[src/rtl/dendrite_acc.sv]
// Synapse-dendrite accumulator: Vm[addr] += sign_extend(W[wgt_addr]), one op per cycle, with RAW forwarding.
// Optional saturating add and sticky overflow flag when DENDRITE_SAT_EN is defined.
module dendrite_acc #(
    parameter int NNW = 12,
    parameter int WD  = 6,
    parameter int WW  = 8,
    parameter int VW  = 16
) (
    input  logic           clk,
    input  logic           rst,
    // Valid-only handshake: axon_sd_vld marks one operation that must be taken
    // that cycle; there is no ready, so every stage advances every cycle.
    input  logic           axon_sd_vld,
    input  logic [NNW-1:0] axon_sd_vm_addr,
    input  logic [WD-1:0]  axon_sd_wgt_addr,
    output logic           sd_wgt_ren,
    output logic [WD-1:0]  sd_wgt_raddr,
    input  logic [WW-1:0]  sd_wgt_rdata,
    output logic           sd_vm_ren,
    output logic [NNW-1:0] sd_vm_raddr,
    input  logic [VW-1:0]  sd_vm_rdata,
    output logic           sd_vm_we,
    output logic [NNW-1:0] sd_vm_waddr,
    output logic [VW-1:0]  sd_vm_wdata,
    output logic           sd_busy,
    output logic           sd_sat_flag
);

    logic           p1_vld;
    logic [NNW-1:0] p1_addr;
    logic           wr_vld;
    logic [NNW-1:0] wr_addr;
    logic [VW-1:0]  wr_data;
    logic           wb2_vld;
    logic [NNW-1:0] wb2_addr;
    logic [VW-1:0]  wb2_data;

    logic [VW-1:0]  operand;
    logic [VW-1:0]  wgt_ext;
    logic [VW-1:0]  sum;

    assign sd_wgt_ren   = axon_sd_vld;
    assign sd_vm_ren    = axon_sd_vld;
    assign sd_wgt_raddr = axon_sd_wgt_addr;
    assign sd_vm_raddr  = axon_sd_vm_addr;

    // Newest in-flight result wins; WB2 covers the write that the memory
    // could not yet reflect when this operation's read was issued.
    always_comb begin
        operand = sd_vm_rdata;
        if (wr_vld && (wr_addr == p1_addr)) begin
            operand = wr_data;
        end else if (wb2_vld && (wb2_addr == p1_addr)) begin
            operand = wb2_data;
        end
    end

    assign wgt_ext = {{(VW-WW){sd_wgt_rdata[WW-1]}}, sd_wgt_rdata};

`ifdef DENDRITE_SAT_EN
    logic [VW:0] sum_ext;
    logic        sum_sat;
    logic        sat_q;

    assign sum_ext = {operand[VW-1], operand} + {wgt_ext[VW-1], wgt_ext};

    // Overflow shows up as disagreement between the guard bit and the sign bit.
    always_comb begin
        sum     = sum_ext[VW-1:0];
        sum_sat = 1'b0;
        if (sum_ext[VW] != sum_ext[VW-1]) begin
            sum_sat = 1'b1;
            sum     = sum_ext[VW] ? {1'b1, {(VW-1){1'b0}}} : {1'b0, {(VW-1){1'b1}}};
        end
    end

    always_ff @(posedge clk or posedge rst) begin
        if (rst) begin
            sat_q <= 1'b0;
        end else if (p1_vld && sum_sat) begin
            sat_q <= 1'b1;
        end
    end

    assign sd_sat_flag = sat_q;
`else
    assign sum         = operand + wgt_ext;
    assign sd_sat_flag = 1'b0;
`endif

    always_ff @(posedge clk or posedge rst) begin
        if (rst) begin
            p1_vld   <= 1'b0;
            p1_addr  <= '0;
            wr_vld   <= 1'b0;
            wr_addr  <= '0;
            wr_data  <= '0;
            wb2_vld  <= 1'b0;
            wb2_addr <= '0;
            wb2_data <= '0;
        end else begin
            p1_vld  <= axon_sd_vld;
            wr_vld  <= p1_vld;
            wb2_vld <= wr_vld;
            if (axon_sd_vld) begin
                p1_addr <= axon_sd_vm_addr;
            end
            if (p1_vld) begin
                wr_addr <= p1_addr;
                wr_data <= sum;
            end
            if (wr_vld) begin
                wb2_addr <= wr_addr;
                wb2_data <= wr_data;
            end
        end
    end

    assign sd_vm_we    = wr_vld;
    assign sd_vm_waddr = wr_addr;
    assign sd_vm_wdata = wr_data;

    // WB2 is excluded: its write has already landed in memory.
    assign sd_busy = axon_sd_vld | p1_vld | wr_vld;

endmodule

[config.mk]
export PLATFORM = sky130hd
export DESIGN_NAME = dendrite_acc
export DESIGN_NICKNAME = d
export VERILOG_FILES = /design/src/rtl/dendrite_acc.sv
export SDC_FILE = /design/constraint.sdc
export NUM_CORES = 1
export LEC_CHECK = 0
export ABC_AREA = 1
export CAP_MARGIN = 0
export CORE_MARGIN = 2
export CORE_UTILIZATION = 56
export DETAILED_ROUTE_END_ITERATION = 6
export GPL_ROUTABILITY_DRIVEN = 0
export GPL_TIMING_DRIVEN = 1
export PLACE_DENSITY_LB_ADDON = 0.1
export SKIP_LAST_GASP = 1
export SLEW_MARGIN = 30
export SYNTH_ARGS = -nofsm -noshare
export SYNTH_HDL_FRONTEND = slang
export SYNTH_SLANG_ARGS = --single-unit
[constraint.sdc]
create_clock -name clk -period 6.8 [get_ports clk]
set_input_delay 1.36 -clock clk [delete_from_list [all_inputs] [get_ports clk]]
set_output_delay 1.36 -clock clk [all_outputs]
set_load 0.005 [all_outputs]
==> summary.txt, run 1 <==
Worst setup path
  – CP Max Fanout: 28
  – Critical path class: in -> out
  – WP data required: around 5400 ps
  – CP Launch Type: input pin
  – Endpoint class of the critical path: output port
  – WP data arrival: around 3100 ps

Global route
  – Largest net degree at the start of global routing: 72
  – Global Route Usage Sum: a little over a quarter
  – Initial antenna violation count: 0
  – Vias in the first global route: roughly 3.8k
  – First-pass GRT wire length: 18.10 mm
  – Total grt overflow: 0

Routing
  – DRC Markers: 0
  – Detail Route Antenna Nets: 0
  – Final wirelength: 11.03 mm
  – DR iter-0 viols: 264
  – DR pass1 iterations: 5
  – Vias: 4125
  – Routed WL per cell: 14.08 µm
  – DR vias/cell: 5.268

STA
  – Setup WS post-layout: 2344 ps
  – Setup TNS: 0 ps
  – Clk_skew: 15.93 ps
  – Final Cycle Share: about two thirds
  – Final Setup Violations: 0
  – Worst-Margin Slew: approximately 890 ps
  – Post-layout min period: 4456 ps
  – RSZ-0062 raised after global routing: false
  – Worst hold slack: between 400 and 500 ps
  – Fmax: around 220 MHz
  – Final-report max-slew violation count: 0
  – Final Hold Viols: 0
  – Rel. slew slack: 40.79%

CTS
  – Clk sinks: between 70 and 80
  – Clk_lat worst skew: 360 ps
  – CTS tree: built
  – Cts hold-fix bufs: 0
  – Clk buf depth: 2
  – Number of CTS-inserted buffers: 9
  – Clk root buf: clkbuf_8
  – Post-CTS Setup Bufs: 0
  – Post_cts resized: 0
  – H-tree levels: 3
  – CTS clk-pin slew, worst paths: roughly 80 ps

Synthesis
  – Adder-Cell Fraction of Synth Area: between 4 and 5%
  – Largest cells by area after synthesis: dfrtp_1, nand2_1, o21ai_0
  – Post-Syn Area: roughly 0.0045 mm²
  – Simple-Gate Fraction of Synth Area: between 20% and 30%
  – Largest family of logic cells by synthesized area: simple AND/OR/NAND/NOR gates
  – XOR/XNOR Fraction of Synth Area: under 10%
  – Compound-cell area share of the yosys netlist: 16.11%
  – Yosys warnings: 0
  – Distinct cell type count after synthesis: 38
  – Syn nets: 681
  – Mux share of post-synthesis cell area: 0%
  – Cell taking the most area after synthesis: dfrtp_1
  – Syn avg cell area: 7.216 µm²
  – Number of synthesized flops with an enable pin: 0
  – Post-synth top area share: 39.78%
  – Async set-reset flop share out of synthesis: 100.0%
  – Cells after Synth: 619
  – Top_reg_cell synth: dfrtp_1
  – Sequential share of the synthesized area: roughly two fifths
  – Flops & latches, synth: 71

Cells and area
  – Reg area: 0.001777 mm²
  – Post-route cell area: 0.005440 mm²
  – Final Instance Count excl. Fillers: 783
  – N_diodes: 0
  – Finished Core Util: between 70% and 80%
  – Share of cells above drive strength 1: under 10%
  – Commonest cells after routing, fill and taps aside: nand2_1, clkdlybuf4s50_1, inv_1
  – Most common cell after layout, fill and taps aside: nand2_1
  – Multi-input gate area: 0.002121 mm²
  – # fillers: around 640
  – Final net count: 738
  – Area delta synth->final: 21.79%

Floorplan
  – Row count: 32
  – Chip height: between 90 and 100 µm
  – # IOs: 96
  – Die area: 0.008707 mm²
  – Initial Utilization: between 50 and 60%
  – Chip Width: 93.31 µm
  – Core ar.: 0.007727 mm²

Place
  – DP Area: 0.005185 mm²
  – Worst Setup Slack post-DPL: 2346 ps
  – Placed Instances: 767
  – Port bufs: 82
  – DP HPWL: around 7.8 mm

Power and ir drop
  – VDD IR-drop max: 145.0 µV
  – Total power: roughly 1.3 mW
  – PwrDens: 233.0 mW/mm²
  – Leak: 2.695 nW

Min path
  – Hold Path Class: reg -> reg

Status
  – Status: completed

Flow run
  – Maxcap violations: 0
-- synth_stat cells, types with 2 or more instances --
| cell | n |
|---|---|
| nand2_1 | 171 |
| inv_1 | 73 |
| dfrtp_1 | 71 |
| o21ai_0 | 71 |
| nor2_1 | 59 |
| a21oi_1 | 32 |
| buf_4 | 22 |
| nand3_1 | 21 |
| ha_1 | 16 |
| clkbuf_1 | 13 |
| inv_2 | 10 |
| o21ai_1 | 7 |
| a211oi_2 | 6 |
| xor2_1 | 5 |
| a31oi_1 | 4 |
| nand2_2 | 4 |
| xnor2_1 | 4 |
| buf_6 | 3 |
| nand4_1 | 3 |
| a21oi_2 | 2 |
| nand3_2 | 2 |
| o21bai_1 | 2 |
| o22ai_1 | 2 |
| or2_1 | 2 |
-- final cells by class --
type,count,area share (%)
well taps,102,2.346
clock buffers,9,2.277
flip-flops and latches,71,32.66
multi-input cells,425,38.98
clock inverters,7,2.346
inverters,84,5.819
repair buffers,85,15.57
-- flip-flops by register name (all words and copies together), names as in the netlist --
name         flops
sd_vm_waddr     12
p1_vld           1
wb2_vld          1
wb2_data        16
sd_vm_we         1
wb2_addr        12
sd_vm_wdata     16
p1_addr         12
-- cell families (layout without fill, tap and decap cells) --
| family | Yosys count | count (layout) |
|---|---|---|
| simple gates | 269 | 269 |
| compound gates | 129 | 129 |
| buf+inv | 123 | 185 |
| flops | 71 | 71 |
| fa+ha+maj | 17 | 17 |
| xor+xnor | 9 | 9 |
| other cells | 1 | 1 |
-- power by group --
| part | switching [mW] | internal [mW] | leakage [nW] |
|---|---|---|---|
| Combinational | 0.170 | 0.145 | 1.70 |
| Sequential | 0.0440 | 0.478 | 0.871 |
| Clock | 0.181 | 0.250 | 0.126 |
| Total | 0.395 | 0.873 | 2.69 |
-- worst paths after layout --
kind,from,end,slack [ps],cells past startpoint
worst max-delay path,axon_sd_vld,sd_busy,2340,4
worst min-delay path,wb2_data[13]$_DFFE_PP0P_,wb2_data[13]$_DFFE_PP0P_,490,2
worst max register to register,sd_vm_waddr[4]$_DFFE_PP0P_,sd_vm_wdata[10]$_DFFE_PP0P_,3190,17
worst min register to register,wb2_data[13]$_DFFE_PP0P_,wb2_data[13]$_DFFE_PP0P_,490,2
max in group asynchronous,rst,wb2_data[12]$_DFFE_PP0P_,4840,3
min in group asynchronous,rst,sd_vm_waddr[9]$_DFFE_PP0P_,1480,3
-- worst max-delay path: stages --
cell	delay [ps]
clkdlybuf4s50_1	1050
nor2_1	80
nand2_1	90
clkdlybuf4s50_1	510
-- routing by layer --
metal / global-route usage, % / vias up / wire [µm]
li1: - / 2056 / -
met1: 38.51 / 1900 / 5308
met2: 40.11 / 149 / 4883
met3: 3.546 / 20 / 645
met4: 8.701 / 0 / 190
met5: 0 / - / 0
Note: power is estimated with default switching activity, not from simulation.
==> inputs of run 2 (changes only) <==
--- a/config.mk
+++ b/config.mk
@@ -8,7 +8,7 @@
 export ABC_AREA = 1
 export CAP_MARGIN = 0
 export CORE_MARGIN = 2
-export CORE_UTILIZATION = 56
+export CORE_UTILIZATION = 52
 export DETAILED_ROUTE_END_ITERATION = 6
 export GPL_ROUTABILITY_DRIVEN = 0
 export GPL_TIMING_DRIVEN = 1
==> constraint.sdc (replaced) <==
create_clock -name clk -period 4.65 [get_ports clk]
set_input_delay 0.93 -clock clk [delete_from_list [all_inputs] [get_ports clk]]
set_output_delay 0.93 -clock clk [all_outputs]
set_load 0.005 [all_outputs]
==> run 2 against run 1 <==
Net effect: combinational power is 44% higher; sequential share of layout area grew 0.23 points; global-route usage shrank 2.8 points; first-iteration DRC count is 13% lower; non-clock buffer count rose by 1.
==> summary.txt, run 2 (synthesized netlist as in run 1, its figures left out) <==
Power and ir drop
  – PwrDens: 321.1 mW/mm² (was 233.0 mW/mm²)
  – VDD IR-drop max: 173.6 µV (was 145.0 µV)
  – Total power: 1.734 mW (was 1.268 mW)
  – Leak: 2.671 nW (was 2.695 nW)

Routing
  – DR vias/cell: 5.112 (was 5.268)
  – DR pass1 iterations: 5 (unchanged)
  – Detail Route Antenna Nets: 0 (unchanged)
  – DRC Markers: 0 (unchanged)
  – Final wirelength: 10.71 mm (was 11.03 mm)
  – Vias: 4023 (was 4125)
  – Routed WL per cell: 13.61 µm (was 14.08 µm)
  – DR iter-0 viols: 229 (was 264)

STA
  – Final-report max-slew violation count: 0 (unchanged)
  – Setup TNS: 0 ps (unchanged)
  – Clk_skew: 10.52 ps (was 15.93 ps)
  – Worst-Margin Slew: 624.5 ps (was 885.4 ps)
  – Rel. slew slack: 58.32% (was 40.79%)
  – Final Hold Viols: 0 (unchanged)
  – RSZ-0062 raised after global routing: false (unchanged)
  – Final Cycle Share: 73.98%
  – Fmax: 290.7 MHz
  – Final Setup Violations: 0 (unchanged)
  – Post-layout min period: about 3400 ps

CTS
  – Post_cts resized: 0 (unchanged)
  – H-tree levels: 3 (unchanged)
  – Clk buf depth: 2 (unchanged)
  – Clk root buf: clkbuf_8 (unchanged)
  – Number of CTS-inserted buffers: 9 (unchanged)
  – Post-CTS Setup Bufs: 0 (unchanged)
  – Cts hold-fix bufs: 0 (unchanged)
  – CTS clk-pin slew, worst paths: 80 ps (about the same)
  – Clk sinks: 71 (unchanged)
  – Clk_lat worst skew: 350 ps (was 360 ps)
  – CTS tree: built (unchanged)

Cells and area
  – # fillers: 723 (was 637)
  – Final Instance Count excl. Fillers: 787 (was 783)
  – Commonest cells after routing, fill and taps aside: nand2_1, clkdlybuf4s50_1, inv_1 (unchanged)
  – N_diodes: 0 (unchanged)
  – Final net count: 739 (was 738)
  – Area delta synth->final: 20.92% (was 21.79%)
  – Most common cell after layout, fill and taps aside: nand2_1 (unchanged)
  – Share of cells above drive strength 1: 7.331% (was 7.195%)

Worst setup path
  – CP Launch Type: flip-flop (was input pin)
  – Critical path class: reg -> reg (was in -> out)
  – WP data arrival: 3650 ps (was 3100 ps)
  – CP Max Fanout: 16 (was 28)
  – Endpoint class of the critical path: flip-flop (was output port)
  – Worst R2R Setup Slack: 1210 ps (was 3190 ps)
  – WP data required: 4860 ps (was 5440 ps)

Floorplan
  – # IOs: 96 (unchanged)
  – Core ar.: 0.008258 mm² (was 0.007727 mm²)
  – Chip Width: 96.68 µm (was 93.31 µm)
  – Initial Utilization: 54.09% (was 57.80%)
  – Row count: 33 (was 32)
  – Chip height: 96.68 µm (was 93.31 µm)
  – Die area: 0.009347 mm² (was 0.008707 mm²)

Global route
  – First-pass GRT wire length: 18.05 mm (was 18.10 mm)
  – Global Route Usage Sum: 23.47% (was 26.23%)
  – Initial antenna violation count: 0 (unchanged)
  – Total grt overflow: 0 (unchanged)
  – Vias in the first global route: 3759 (was 3805)
  – Largest net degree at the start of global routing: 56 (was 72)

Flow run
  – Maxcap violations: 0 (unchanged)

Place
  – Placed Instances: 771 (was 767)
  – Port bufs: 82 (unchanged)
  – DP HPWL: 7.854 mm (was 7.828 mm)

Status
  – Status: completed (unchanged)

Min path
  – Hold Path Class: reg -> reg (unchanged)
==> run 2: layer usage <==
| layer | part of all wire [%] | GRT usage, % | wire length, µm | vias up |
|---|---|---|---|---|
| li1 | - | - | - | 2054 |
| met1 | 51 | 35.98 | 5448 | 1846 |
| met2 | 43 | 34.94 | 4618 | 111 |
| met3 | 5.0 | 3.468 | 531 | 12 |
| met4 | 1.1 | 5.959 | 114 | 0 |
| met5 | 0 | 0 | 0 | - |
==> run 2: layout make-up <==
cell class | instances | area, µm² | area share [%]
tap | 105 | 131.4 | 2.432
inverter | 84 | 316.6 | 5.861
timing repair buffer | 86 | 850.8 | 15.75
clock buffer | 10 | 137.6 | 2.548
clock inverter | 6 | 67.56 | 1.251
multi-input combinational | 425 | 2121 | 39.26
sequential | 71 | 1777 | 32.89
==> run 2: worst paths after layout <==
kind	from	end	cells after the start
max	p1_addr[1]$_DFFE_PP0P_	sd_vm_wdata[9]$_DFFE_PP0P_	17
min	wb2_data[13]$_DFFE_PP0P_	wb2_data[13]$_DFFE_PP0P_	2
max reg2reg	p1_addr[1]$_DFFE_PP0P_	sd_vm_wdata[9]$_DFFE_PP0P_	17
min reg2reg	wb2_data[13]$_DFFE_PP0P_	wb2_data[13]$_DFFE_PP0P_	2
max in group asynchronous	rst	sd_vm_wdata[13]$_DFFE_PP0P_	3
min in group asynchronous	rst	wb2_addr[5]$_DFFE_PP0P_	2
==> run 2: per-stage QoR <==
| stage | utilization [%] | hold slack, ps | area (µm²) | worst slack (ps) |
|---|---|---|---|---|
| 2_1_floorplan | - | 372.1 | 4467 | 1778 |
| 5_1_grt | 65.41 | 519.6 | 5401 | 886.9 |
| 6_report | 65.41 | 493.3 | 5401 | 1210 |
| 3_3_place_gp | 62.92 | 465.3 | 5196 | 1396 |
| 3_5_place_dp | 62.92 | 478.8 | 5196 | 1275 |
| 4_1_cts | 65.41 | 497.0 | 5401 | 1254 |
==> run 2: report_power, final <==
part           switching [mW]  total (mW)  internal, mW
clock                   0.249       0.513         0.264
sequential             0.0662       0.765         0.699
combinational           0.244       0.456         0.212
==> run 2: critical path, cell delays in order (launching register included) <==
cell	delay, ps
dfrtp_1	380
inv_1	130
nand2_1	90
o21ai_0	80
nor2_1	60
nand2_1	60
nor2_1	40
nand2_2	260
clkinv_2	290
a211oi_2	250
a21oi_1	60
ha_1	360
a21oi_1	220
a21boi_0	350
o21ai_0	220
a21oi_1	210
xor2_1	160
o21ai_0	80
==> inputs of run 3 (changes only) <==
==> constraint.sdc (replaced) <==
create_clock -name clk -period 3.6 [get_ports clk]
set_input_delay 0.72 -clock clk [delete_from_list [all_inputs] [get_ports clk]]
set_output_delay 0.72 -clock clk [all_outputs]
set_load 0.005 [all_outputs]
==> run 3 against run 2 <==
Net effect: combinational power grew 32%; count of clock-buffer cells in the layout stayed put; routed wire length rose by 5.4%; total power grew 28%; hold slack lost 5.6 ps; utilization increased by 0.12 points; sequential power up 29%; fmax up 5.3%; clock skew down 3.5 ps; first-iteration DRC count shrank 11%; flip-flop and latch count unchanged; critical endpoint is now sd_vm_wdata[10]$_DFFE_PP0P_; largest cell class unchanged; largest power group unchanged.
==> summary.txt, run 3 (synthesized netlist as in run 1, its figures left out) <==
Floorplan
  – Die area: 0.009347 mm² (unchanged)
  – Initial Utilization: 54.09% (unchanged)
  – Core ar.: 0.008258 mm² (unchanged)
  – # IOs: 96 (unchanged)
  – Chip Width: 96.68 µm (unchanged)
  – Chip height: 96.68 µm (unchanged)
  – Row count: 33 (unchanged)

Worst setup path
  – Endpoint class of the critical path: flip-flop (unchanged)
  – Critical path class: reg -> reg (unchanged)
  – Reg-to-reg endpoint: sd_vm_wdata[10]$_DFFE_PP0P_ (was sd_vm_wdata[9]$_DFFE_PP0P_)
  – Reg2reg path depth: 19 (was 17)
  – WP data arrival: 3480 ps (was 3650 ps)
  – Crit path max-delay family: simple AND/OR/NAND/NOR gates (was compound AO/OA/AOI/OAI gates)
  – Worst path bufs/invs: 1 (was 2)
  – Critical path's most frequent cell: nand2_1
  – Worst R2R Setup Slack: 330 ps (was 1210 ps)
  – WP data required: 3820 ps (was 4860 ps)
  – Slowest CP cell: dfrtp_1 (unchanged)
  – Slowest stage delay, CP: 440 ps (was 380 ps)
  – FF-to-FF Start: p1_addr[11]$_DFFE_PP0P_ (was p1_addr[1]$_DFFE_PP0P_)
  – CP Launch Type: flip-flop (unchanged)
  – CP Max Fanout: 27 (was 16)
  – Worst path cell trace: inv_2 > nand2_1 > nand2_1 > nor2_1 > nand2_1 > nor2_4 > nand2_4 > a211oi_2 > a21oi_1 > ha_1 > fa_1 > nand2_1 > a21oi_2 > a31oi_2 > o21ai_1 > nand2_1 > nand3_1 > nand3_1 > o21ai_0 (was inv_1 > nand2_1 > o21ai_0 > nor2_1 > nand2_1 > nor2_1 > nand2_2 > clkinv_2 > a211oi_2 > a21oi_1 > ha_1 > a21oi_1 > a21boi_0 > o21ai_0 > a21oi_1 > xor2_1 > o21ai_0)

Global route
  – Initial antenna violation count: 0 (unchanged)
  – Total grt overflow: 0 (unchanged)
  – Met2 Use GR: 38.68% (was 34.94%)
  – Routing usage on met1: 36.83% (was 35.98%)
  – Global Route Usage Sum: 25.16% (was 23.47%)
  – Vias in the first global route: 3976 (was 3759)
  – GR Layer Usage met3: 5.347% (was 3.468%)
  – Largest net degree at the start of global routing: 56 (unchanged)
  – Most used routing layer: met2 (was met1)
  – First-pass GRT wire length: 19.12 mm (was 18.05 mm)

Power and ir drop
  – Leak: 2.677 nW (was 2.671 nW)
  – PwrDens: 411.3 mW/mm² (was 321.1 mW/mm²)
  – VDD IR-drop max: 246.7 µV (was 173.6 µV)
  – Total power: 2.225 mW (was 1.734 mW)

Cells and area
  – Most common cell after layout, fill and taps aside: nand2_1 (unchanged)
  – Final net count: 740 (was 739)
  – Area delta synth->final: 21.15% (was 20.92%)
  – Commonest cells after routing, fill and taps aside: nand2_1, clkdlybuf4s50_1, inv_1 (unchanged)
  – # fillers: 724 (was 723)
  – Finished Core Util: 65.53% (was 65.41%)
  – Share of cells above drive strength 1: 7.467% (was 7.331%)
  – N_diodes: 0 (unchanged)

Min path
  – Hold Path Class: reg -> reg (unchanged)
  – Hold Crit Endpoint: wb2_data[13]$_DFFE_PP0P_ (unchanged)
  – Hold path cells: 2 (unchanged)
  – Hold Startpoint: wb2_data[13]$_DFFE_PP0P_ (unchanged)

Routing
  – DR pass1 iterations: 5 (unchanged)
  – DR vias/cell: 5.260 (was 5.112)
  – Vias: 4145 (was 4023)
  – Final wirelength: 11.29 mm (was 10.71 mm)
  – DR iter-0 viols: 204 (was 229)
  – Routed WL per cell: 14.33 µm (was 13.61 µm)
  – DRC Markers: 0 (unchanged)
  – Detail Route Antenna Nets: 0 (unchanged)

CTS
  – Clk sinks: 71 (unchanged)
  – H-tree levels: 3 (unchanged)
  – Clk root buf: clkbuf_8 (unchanged)
  – Post-CTS Setup Bufs: 0 (unchanged)
  – Clk_lat worst skew: 350 ps (about the same)
  – Number of CTS-inserted buffers: 9 (unchanged)
  – Cts hold-fix bufs: 0 (unchanged)
  – Post_cts resized: 0 (unchanged)
  – CTS tree: built (unchanged)
  – CTS clk-pin slew, worst paths: 80 ps (about the same)
  – Clk buf depth: 2 (unchanged)

STA
  – Fmax: 306.0 MHz (was 290.7 MHz)
  – Rel. slew slack: 48.59% (was 58.32%)
  – Worst-Margin Slew: 770.0 ps (was 624.5 ps)
  – Final Setup Violations: 0 (unchanged)
  – Setup TNS: 0 ps (unchanged)
  – Post-layout min period: 3268 ps (was 3440 ps)
  – Final-report max-slew violation count: 0 (unchanged)
  – Clk_skew: 7.000 ps (was 10.52 ps)
  – Final Hold Viols: 0 (unchanged)
  – Final Cycle Share: 90.78% (was 73.98%)
  – Worst hold slack: 487.7 ps (was 493.3 ps)
  – Setup WS post-layout: 331.9 ps (was 1210 ps)
  – RSZ-0062 raised after global routing: false (unchanged)

Status
  – Status: completed (unchanged)

Place
  – Worst Setup Slack post-DPL: 376.9 ps (was 1275 ps)
  – DP HPWL: 8.373 mm (was 7.854 mm)
  – Port bufs: 82 (unchanged)

Flow run
  – Maxcap violations: 0 (unchanged)
==> run 3: worst max-delay path by stage <==
stage	start	endpoint	slack (ps)	cells after the start
3_3_place_gp	p1_addr[2]$_DFFE_PP0P_	sd_vm_wdata[14]$_DFFE_PP0P_	500	16
3_5_place_dp	p1_addr[2]$_DFFE_PP0P_	sd_vm_wdata[10]$_DFFE_PP0P_	380	17
2_1_floorplan	sd_vm_we$_DFF_PP0_	sd_vm_wdata[10]$_DFFE_PP0P_	730	20
5_1_grt	p1_addr[3]$_DFFE_PP0P_	sd_vm_wdata[10]$_DFFE_PP0P_	60	21
6_report	p1_addr[11]$_DFFE_PP0P_	sd_vm_wdata[10]$_DFFE_PP0P_	330	19
4_1_cts	p1_addr[11]$_DFFE_PP0P_	sd_vm_wdata[10]$_DFFE_PP0P_	260	19
==> run 3: worst reg2reg max path, cell delays in order (launching register included) <==
cell	delay (ps)
dfrtp_1	440
inv_2	60
nand2_1	90
nand2_1	60
nor2_1	120
nand2_1	100
nor2_4	120
nand2_4	200
a211oi_2	300
a21oi_1	60
ha_1	220
fa_1	380
nand2_1	120
a21oi_2	100
a31oi_2	240
o21ai_1	130
nand2_1	100
nand3_1	80
nand3_1	110
o21ai_0	90
==> run 3: final cells by class <==
class                           instances  area [µm²]  area share (%)
Multi-Input combinational cell        425        2127           39.31
Tap cell                              105       131.4           2.428
Timing Repair Buffer                   87       870.8           16.09
Clock inverter                          6       61.31           1.133
Inverter                               84       316.6           5.850
Clock buffer                           10       127.6           2.358
Sequential cell                        71        1777           32.83
==> run 3: metrics by stage <==
step / cell area [µm²] / cells
5_1_grt: 5411 / 788
2_1_floorplan: 4467 / 619
3_3_place_gp: 5216 / 772
6_report: 5411 / 788
4_1_cts: 5405 / 788
3_5_place_dp: 5216 / 772
==> run 3: where the power goes <==
group	switching [mW]	leakage [nW]	internal (mW)
clock network	0.319	0.0960	0.318
registers	0.0856	0.871	0.903
logic	0.323	1.71	0.277
total	0.728	2.68	1.50
==> run 3: layer usage <==
metal  vias to the layer above  wire length (µm)
li1                       2053                 -
met1                      1946              5547
met2                       132              4947
met3                        14               682
met4                         0               115
met5                         -                 0
